--- src/rtl/jk_toggle_monitor.sv ---
// jk_toggle_monitor: checker and statistics stage for a JK flip-flop.
// Predicts the next q from the sampled (j, k, q), flags illegal or
// mispredicted outputs, counts q changes and emits edge pulses.
// Optional feature macro: JK_TOGGLE_MONITOR_STUCK_EN enables the stuck
// counter; when undefined, `stuck` is tied low and STUCK_LIMIT is unused.
module jk_toggle_monitor #(
  parameter int unsigned CNT_W       = 8,
  parameter int unsigned STUCK_LIMIT = 16
) (
  input  logic             en,
  input  logic             rst_n,
  input  logic             clr,
  input  logic             j,
  input  logic             k,
  input  logic             q,
  input  logic             q_bar,
  output logic [CNT_W-1:0] toggle_cnt,
  output logic             rise_pulse,
  output logic             fall_pulse,
  output logic             err_compl,
  output logic             err_mode,
  output logic             stuck,
  output logic [1:0]       mon_state
);

  typedef enum logic [1:0] {
    ST_INIT  = 2'b00,
    ST_TRACK = 2'b01,
    ST_FAULT = 2'b10
  } state_t;

  localparam logic [CNT_W-1:0] CNT_MAX = '1;

  // Elaboration-time guard on parameter legality.
  if (CNT_W < 2 || CNT_W > 16) begin : g_bad_cnt_w
    $error("jk_toggle_monitor: CNT_W must be within 2..16");
  end
  if (STUCK_LIMIT < 2 || STUCK_LIMIT > (2 ** CNT_W) - 1) begin : g_bad_stuck_limit
    $error("jk_toggle_monitor: STUCK_LIMIT must be within 2..2^CNT_W-1");
  end

  state_t           state_q, state_nxt;
  logic             q_d, j_d, k_d;
  logic [CNT_W-1:0] cnt_nxt;
  logic             rise_nxt, fall_nxt;
  logic             err_compl_nxt, err_mode_nxt;
  logic             q_pred_c;
  logic             q_chg_c;
  logic             active_c;

  assign q_chg_c   = (q != q_d);
  assign active_c  = (state_q != ST_INIT);
  assign mon_state = state_q;

  // JK truth table applied to the previous-cycle samples.
  always_comb begin
    q_pred_c = q_d;
    case ({j_d, k_d})
      2'b00:   q_pred_c = q_d;
      2'b01:   q_pred_c = 1'b0;
      2'b10:   q_pred_c = 1'b1;
      default: q_pred_c = ~q_d;
    endcase
  end

  // Next-state, checks, edge detection and saturating toggle count.
  always_comb begin
    state_nxt     = state_q;
    cnt_nxt       = toggle_cnt;
    rise_nxt      = 1'b0;
    fall_nxt      = 1'b0;
    err_compl_nxt = err_compl;
    err_mode_nxt  = err_mode;
    if (clr) begin
      state_nxt     = ST_INIT;
      cnt_nxt       = '0;
      err_compl_nxt = 1'b0;
      err_mode_nxt  = 1'b0;
    end else begin
      case (state_q)
        ST_INIT: begin
          state_nxt = ST_TRACK;
        end
        ST_TRACK: begin
          if (q != q_pred_c) begin
            err_mode_nxt = 1'b1;
            state_nxt    = ST_FAULT;
          end
          if (q == q_bar) begin
            err_compl_nxt = 1'b1;
          end
        end
        ST_FAULT: begin
          if (q == q_bar) begin
            err_compl_nxt = 1'b1;
          end
        end
        default: begin
          state_nxt = ST_INIT;
        end
      endcase
      if (active_c && q_chg_c) begin
        if (toggle_cnt != CNT_MAX) begin
          cnt_nxt = toggle_cnt + CNT_W'(1);
        end
        rise_nxt = q;
        fall_nxt = ~q;
      end
    end
  end

  // State, history and registered outputs.
  always_ff @(posedge en or negedge rst_n) begin
    if (!rst_n) begin
      state_q    <= ST_INIT;
      q_d        <= 1'b0;
      j_d        <= 1'b0;
      k_d        <= 1'b0;
      toggle_cnt <= '0;
      rise_pulse <= 1'b0;
      fall_pulse <= 1'b0;
      err_compl  <= 1'b0;
      err_mode   <= 1'b0;
    end else begin
      state_q    <= state_nxt;
      q_d        <= q;
      j_d        <= j;
      k_d        <= k;
      toggle_cnt <= cnt_nxt;
      rise_pulse <= rise_nxt;
      fall_pulse <= fall_nxt;
      err_compl  <= err_compl_nxt;
      err_mode   <= err_mode_nxt;
    end
  end

`ifdef JK_TOGGLE_MONITOR_STUCK_EN
  localparam int unsigned STK_W = $clog2(STUCK_LIMIT + 1);
  localparam logic [STK_W-1:0] STK_MAX = STK_W'(STUCK_LIMIT);

  logic [STK_W-1:0] stk_cnt, stk_nxt;

  // Count cycles of a toggle command that produced no q change.
  always_comb begin
    stk_nxt = stk_cnt;
    if (clr || !active_c || !(j_d && k_d) || q_chg_c) begin
      stk_nxt = '0;
    end else if (stk_cnt != STK_MAX) begin
      stk_nxt = stk_cnt + STK_W'(1);
    end
  end

  // Stuck counter and its registered limit flag.
  always_ff @(posedge en or negedge rst_n) begin
    if (!rst_n) begin
      stk_cnt <= '0;
      stuck   <= 1'b0;
    end else begin
      stk_cnt <= stk_nxt;
      stuck   <= (stk_nxt == STK_MAX);
    end
  end
`else
  assign stuck = 1'b0;
`endif

endmodule

--- config.mk ---
export PLATFORM = sky130hd
export DESIGN_NAME = jk_toggle_monitor
export DESIGN_NICKNAME = d
export VERILOG_FILES = /design/src/rtl/jk_toggle_monitor.sv
export SDC_FILE = /design/constraint.sdc
export NUM_CORES = 1
export LEC_CHECK = 0
export CAP_MARGIN = 15
export CELL_PAD_IN_SITES_DETAIL_PLACEMENT = 1
export CELL_PAD_IN_SITES_GLOBAL_PLACEMENT = 2
export CORE_ASPECT_RATIO = 0.6
export CORE_MARGIN = 2
export CORE_UTILIZATION = 27
export CTS_CLUSTER_SIZE = 28
export DETAILED_ROUTE_END_ITERATION = 8
export PLACE_DENSITY = 0.79
export SLEW_MARGIN = 5
export SYNTH_ARGS = -nofsm -noshare
export SYNTH_HDL_FRONTEND = slang
export SYNTH_SLANG_ARGS = --single-unit
--- constraint.sdc ---
create_clock -name en -period 1.7 [get_ports en]
set_input_delay 0.255 -clock en [delete_from_list [all_inputs] [get_ports en]]
set_output_delay 0.255 -clock en [all_outputs]
set_load 0.03 [all_outputs]
# ---- Word-level counts from Yosys, hierarchy flattened
# Cells that the tools add are included.
# W data, S select, Z words.
dict set report totals {
  register_bits 17
  inputBits 7
  out_inout_bits 15
  word_cells 54
}
dict set report classes {
  add_sub_neg 1
  n_eq_ne 10
  n_mux 17
  bitwise_logic 2
  reduce_logical 15
}
# cell count
set op_table {}
lappend op_table {{$mux W8} 3}
lappend op_table {{$reduce_bool A2 Y1} 7}
lappend op_table {{$mux W1} 10}
lappend op_table {{$add A8 B1 Y8 const B} 1}
lappend op_table {{$ne A8 B8 Y1 const B} 1}
lappend op_table {{$reduce_and A2 Y1} 4}
lappend op_table {{$pmux W2 S3} 1}
lappend op_table {{$eq A2 B1 Y1 const B} 2}
lappend op_table {{$eq A2 B2 Y1 const B} 2}
lappend op_table {{$logic_not A2 Y1} 2}
lappend op_table {{$mux W2} 2}
lappend op_table {{$ne A3 B3 Y1 const B} 1}
lappend op_table {{$pmux W1 S3} 1}
lappend op_table {{$ne A1 B1 Y1} 2}
lappend op_table {{$ne A2 B2 Y1 const B} 1}
lappend op_table {{$not A1 Y1} 2}
lappend op_table {{$reduce_or A2 Y1} 1}
lappend op_table {{$eq A1 B1 Y1} 1}
lappend op_table {{$logic_and A1 B1 Y1} 1}

# ---- Longest topological paths before layout
dict set report depth {
  depth_word 6
  mapped_depth 6
  depth_no_buf 5
}

# ---- Worst setup path after synthesis
# Ideal clock, no wire load.
dict set report synth_path {
  path_kind {reg-to-reg}
  start {register toggle_cnt[0]}
  end {register toggle_cnt[5]}
  setup_ns 0.127
  arrival_ns 1.752
  required_time_ns 1.573
  slack_ns -0.180
  stages_incl_launch_ff 6
  path_buffers 0
  period_less_slack_ns 1.880
  cell_sequence {dfrtp_1 ha_1 and4_1 a211oi_4 nand4_1 mux2_1}
}
dict set report synth_via {
  elab_chain_cells 4
  word_cells_on_any_way 7
  cone_classes {add/sub (1); eq/ne (1); mux (3); reduce/logical (2)}
}
# element line_no
set synth_lines {}
lappend synth_lines {{from (decl)} 17} ;# output logic [CNT_W-1:0] toggle_cnt,
lappend synth_lines {{from (signal assigned)} 129} ;# toggle_cnt <= cnt_nxt;
lappend synth_lines {{$add A8 B1 Y8} 104} ;# cnt_nxt = toggle_cnt + CNT_W'(1);
lappend synth_lines {{$mux W8} 103} ;# if (toggle_cnt != CNT_MAX) begin
lappend synth_lines {{$mux W8} 102} ;# if (active_c && q_chg_c) begin
lappend synth_lines {{$mux W8} 74} ;# if (clr) begin
# Parallel ways exist; a longest one is shown, timed or not. The select of a mux whose other input is x is not followed.
# A chain may end at the register's enable or synchronous reset.

# ---- Final worst setup path
dict set report layout_path {
  start {register toggle_cnt[5]}
  end {output port toggle_cnt[5]}
}
# No word-level cell between the ends.

==> flow_metrics.tcl <==
set metrics [dict create \
    synth_async_sr_flop_share_pct 100.0 \
    start_kind "flip-flop" \
    synth_commonest_cells "17 x dfrtp_1, 10 x nor2_1, 6 x inv_1" \
    synth_ff_type "dfrtp_1" \
    viasPerCell 4.406 \
    maxSlewHeadroom_pct 66.80 \
    fin_nets 128 \
    die_width_um 79.29 \
    finish.instance_area_sq_um 1301 \
    avgSynthCellArea_sq_um 10.68 \
    grt-ovfl-total 0 \
    cp_top_family "buffers and inverters" \
    core_sq_um 3263 \
    critical_path_class "reg2out" \
    cpPeakStageDelay_ns 0.70 \
    seq_power_share_pct 35.7 \
    first_pass_iters 3 \
    layout_setup_ws_ns 0.05829 \
    initial_core_util_pct 28.14 \
    post-place-ws_ns -0.08752 \
    max_freq_mhz 609.1 \
    routedWlPerCell_um 14.55 \
    final_core_util_pct 39.88 \
    ys_types 33 \
    grt_pass1_vias 786 \
    timing.final.crit_share_pct 96.57 \
    synth_top_area_cell "dfrtp_1" \
    antenna_cells 0 \
    nFillCells 355 \
    arrival_ns 1.39 \
    place_area_sq_um 1231 \
    io_pins 22 \
    tritoncts "yes" \
    fp-row-count 16 \
    via_count 705 \
    ir_worst_vdd_v 0.0005181 \
    cap_violations 0 \
    skew_ns 0.005168 \
    cts_buffers 3 \
    io_buffer_count 20 \
    grt_max_degree 18 \
    clock_power_share_pct 21.6 \
    clock-sinks 17 \
    pwr_density_cell_nw_per_um2 1107 \
    path_max_fanout 6 \
    clk_pin_slew_ns 0.07 \
    drt_iter0_drc 12 \
    p_leak_nw 0.5951 \
    rsz0062_at_grt "no" \
    switchingPower_w 0.0005388 \
    dp_hpwl_um 1757 \
    die_height_um 49.18 \
    crit_path_end_kind "output pin" \
    synth_edf_count 0 \
    gp_congestion 0.8190 \
    period_minus_slack_ns 1.642 \
    cts_max_level 1 \
    root_buffer "clkbuf_8" \
    power_frac_comb_pct 42.7 \
    switching_share_pct 37.40 \
    synth_nets 98 \
    worstMarginPinSlew_ns 0.4956 \
    outcome "completed" \
    finalMaxSlewViolations 0 \
    grt_pass1_wl_um 3995 \
    setup_viol 0 \
    seq_area_frac_synth_pct 46.32 \
    crit_chain "clkdlybuf4s50_1" \
    yosysMostFrequentCell "dfrtp_1" \
    cp_slowest_cell "clkdlybuf4s50_1" \
    ys_warn_count 0 \
    synthCells 86 \
    cp.required_ns 1.44 \
    synth_area_sq_um 918.4 \
    insertion_delay_ns 0.25 \
    ys_seq_elements 17 \
    ant_nets 0 \
    drive_gt1_share_pct 20.00 \
    grt_use_total_pct 13.66 \
    drc_errors 0 \
    yosys-top-cells-area "dfrtp_1 46%, ha_1 6.8%, nor2_1 4.1%, xnor2_1 3.8%, mux2i_1 3.3%" \
    synth_top_area_share_pct 46.32 \
    finalHoldViolCount 0 \
    worst_hold_path_type "in2async" \
    cp_num_buf_inv 1 \
    routed_wl_um 2328 \
    die_area_sq_um 3899 \
    area.growth.synth_to_final_pct 41.69 \
    cts_hold_buf 0 \
    antenna_found_initial 0 \
    internal_power_w 0.0009020 \
    cts_buffer_depth 2 \
]
cell families (layout without fill, tap and decap cells):
family                   count (synthesis)  in the layout  share of synthesized area, %
AND/OR/NAND/NOR                         34             34                         20.98
flip-flops                              17             17                         46.32
AO/OA/AOI/OAI                           11             11                         11.17
buffers and inverters                    9             38                         4.223
adder cells (fa/ha/maj)                  5              5                         6.812
XOR/XNOR                                 5              5                         5.586
multiplexers                             4              4                         4.496
other                                    1              1                        0.4083
cells in the final DEF, fill, tap and decap left out, types with 2 or more instances in the layout:
cell | synthesis | final
clkbuf_8 | 0 | 3
and3_1 | 2 | 2
nor3_1 | 2 | 2
a21oi_1 | 3 | 3
nand2_1 | 2 | 2
ha_1 | 5 | 3
nor4b_1 | 3 | 2
clkdlybuf4s50_1 | 0 | 15
dfrtp_1 | 17 | 13
nand2b_1 | 4 | 4
nor2b_1 | 2 | 2
buf_4 | 1 | 8
nand4_1 | 2 | 2
dlymetal6s2s_1 | 0 | 4
and2_1 | 2 | 2
xnor2_1 | 4 | 4
a2111oi_2 | 2 | 2
dfrtp_2 | 0 | 4
mux2i_1 | 3 | 3
inv_1 | 6 | 6
nor2_1 | 10 | 10
worst paths after layout:
| kind | start | endpoint | slack, ns | depth (start not counted) |
|---|---|---|---|---|
| worst max-delay path | toggle_cnt[5] | toggle_cnt[5] | 0.06 | 1 |
| max in group asynchronous | rst_n | toggle_cnt[0] | 1.15 | 2 |
| worst min register to register | err_compl | err_compl | 0.52 | 2 |
| min in group en | j | j_d | 0.46 | 1 |
| worst max register to register | toggle_cnt[1] | toggle_cnt[5] | 0.08 | 5 |
| worst min-delay path | rst_n | toggle_cnt[5] | 0.34 | 2 |
metal layers:
| metal | global-route usage, % | wire length [um] | vias to the layer above |
|---|---|---|---|
| met4 | 1.724 | 9 | 0 |
| li1 | - | - | 358 |
| met1 | 19.49 | 1255 | 329 |
| met2 | 19.92 | 951 | 16 |
| met3 | 5.556 | 111 | 2 |
| met5 | 0 | 0 | - |
flip-flops by register name, indices dropped and copies added (netlist names):
| signal | cells |
|---|---|
| j_d | 1 |
| mon_state | 2 |
| err_compl | 1 |
| err_mode | 1 |
| k_d | 1 |
| rise_pulse | 1 |
| fall_pulse | 1 |
| toggle_cnt | 8 |
| q_d | 1 |
metrics by stage:
step           total power [W]  cells  hold WS [ns]  TNS [ns]
4_1_cts               0.001453    159        0.3406         0
6_report              0.001441    160        0.3383         0
2_1_floorplan        0.0008779     86      -0.04059  -0.03596
5_1_grt               0.001547    160        0.3659         0
3_5_place_dp          0.001132    155        0.5199   -0.3101
3_3_place_gp          0.001113    155        0.4847  -0.06918
cell type report:
| class | count | area (sq um) | share of cell area (%) |
|---|---|---|---|
| clock buffers | 4 | 45.04 | 3.462 |
| inverters | 6 | 22.52 | 1.731 |
| multi-input cells | 60 | 478.0 | 36.73 |
| flip-flops and latches | 17 | 430.4 | 33.08 |
| well taps | 45 | 56.30 | 4.327 |
| repair buffers | 28 | 269.0 | 20.67 |
timing repair:
item / CTS / global route
resized for setup: 1 / 6
setup endpoints to repair: 1 / 8
pin swaps: 0 / 2
setup buffers: 0 / 1
power groups by stage:
stage                     clock network, W  logic, W  registers, W
after global placement                   0  0.000590      0.000522
final                             0.000311  0.000615      0.000515
after detailed placement                 0  0.000609      0.000523
after CTS                         0.000323  0.000612      0.000517
after global routing              0.000339  0.000683      0.000525
after floorplan                          0  0.000256      0.000622
worst register-to-register path: cells and delay by family, from the launching register on:
kind                     cells  cell delay (ns)
flip-flops                   1             0.44
multiplexers                 1             0.33
AO/OA/AOI/OAI                1             0.22
adder cells (fa/ha/maj)      1             0.18
AND/OR/NAND/NOR              2             0.34
Note: power is estimated with default switching activity, not from simulation.
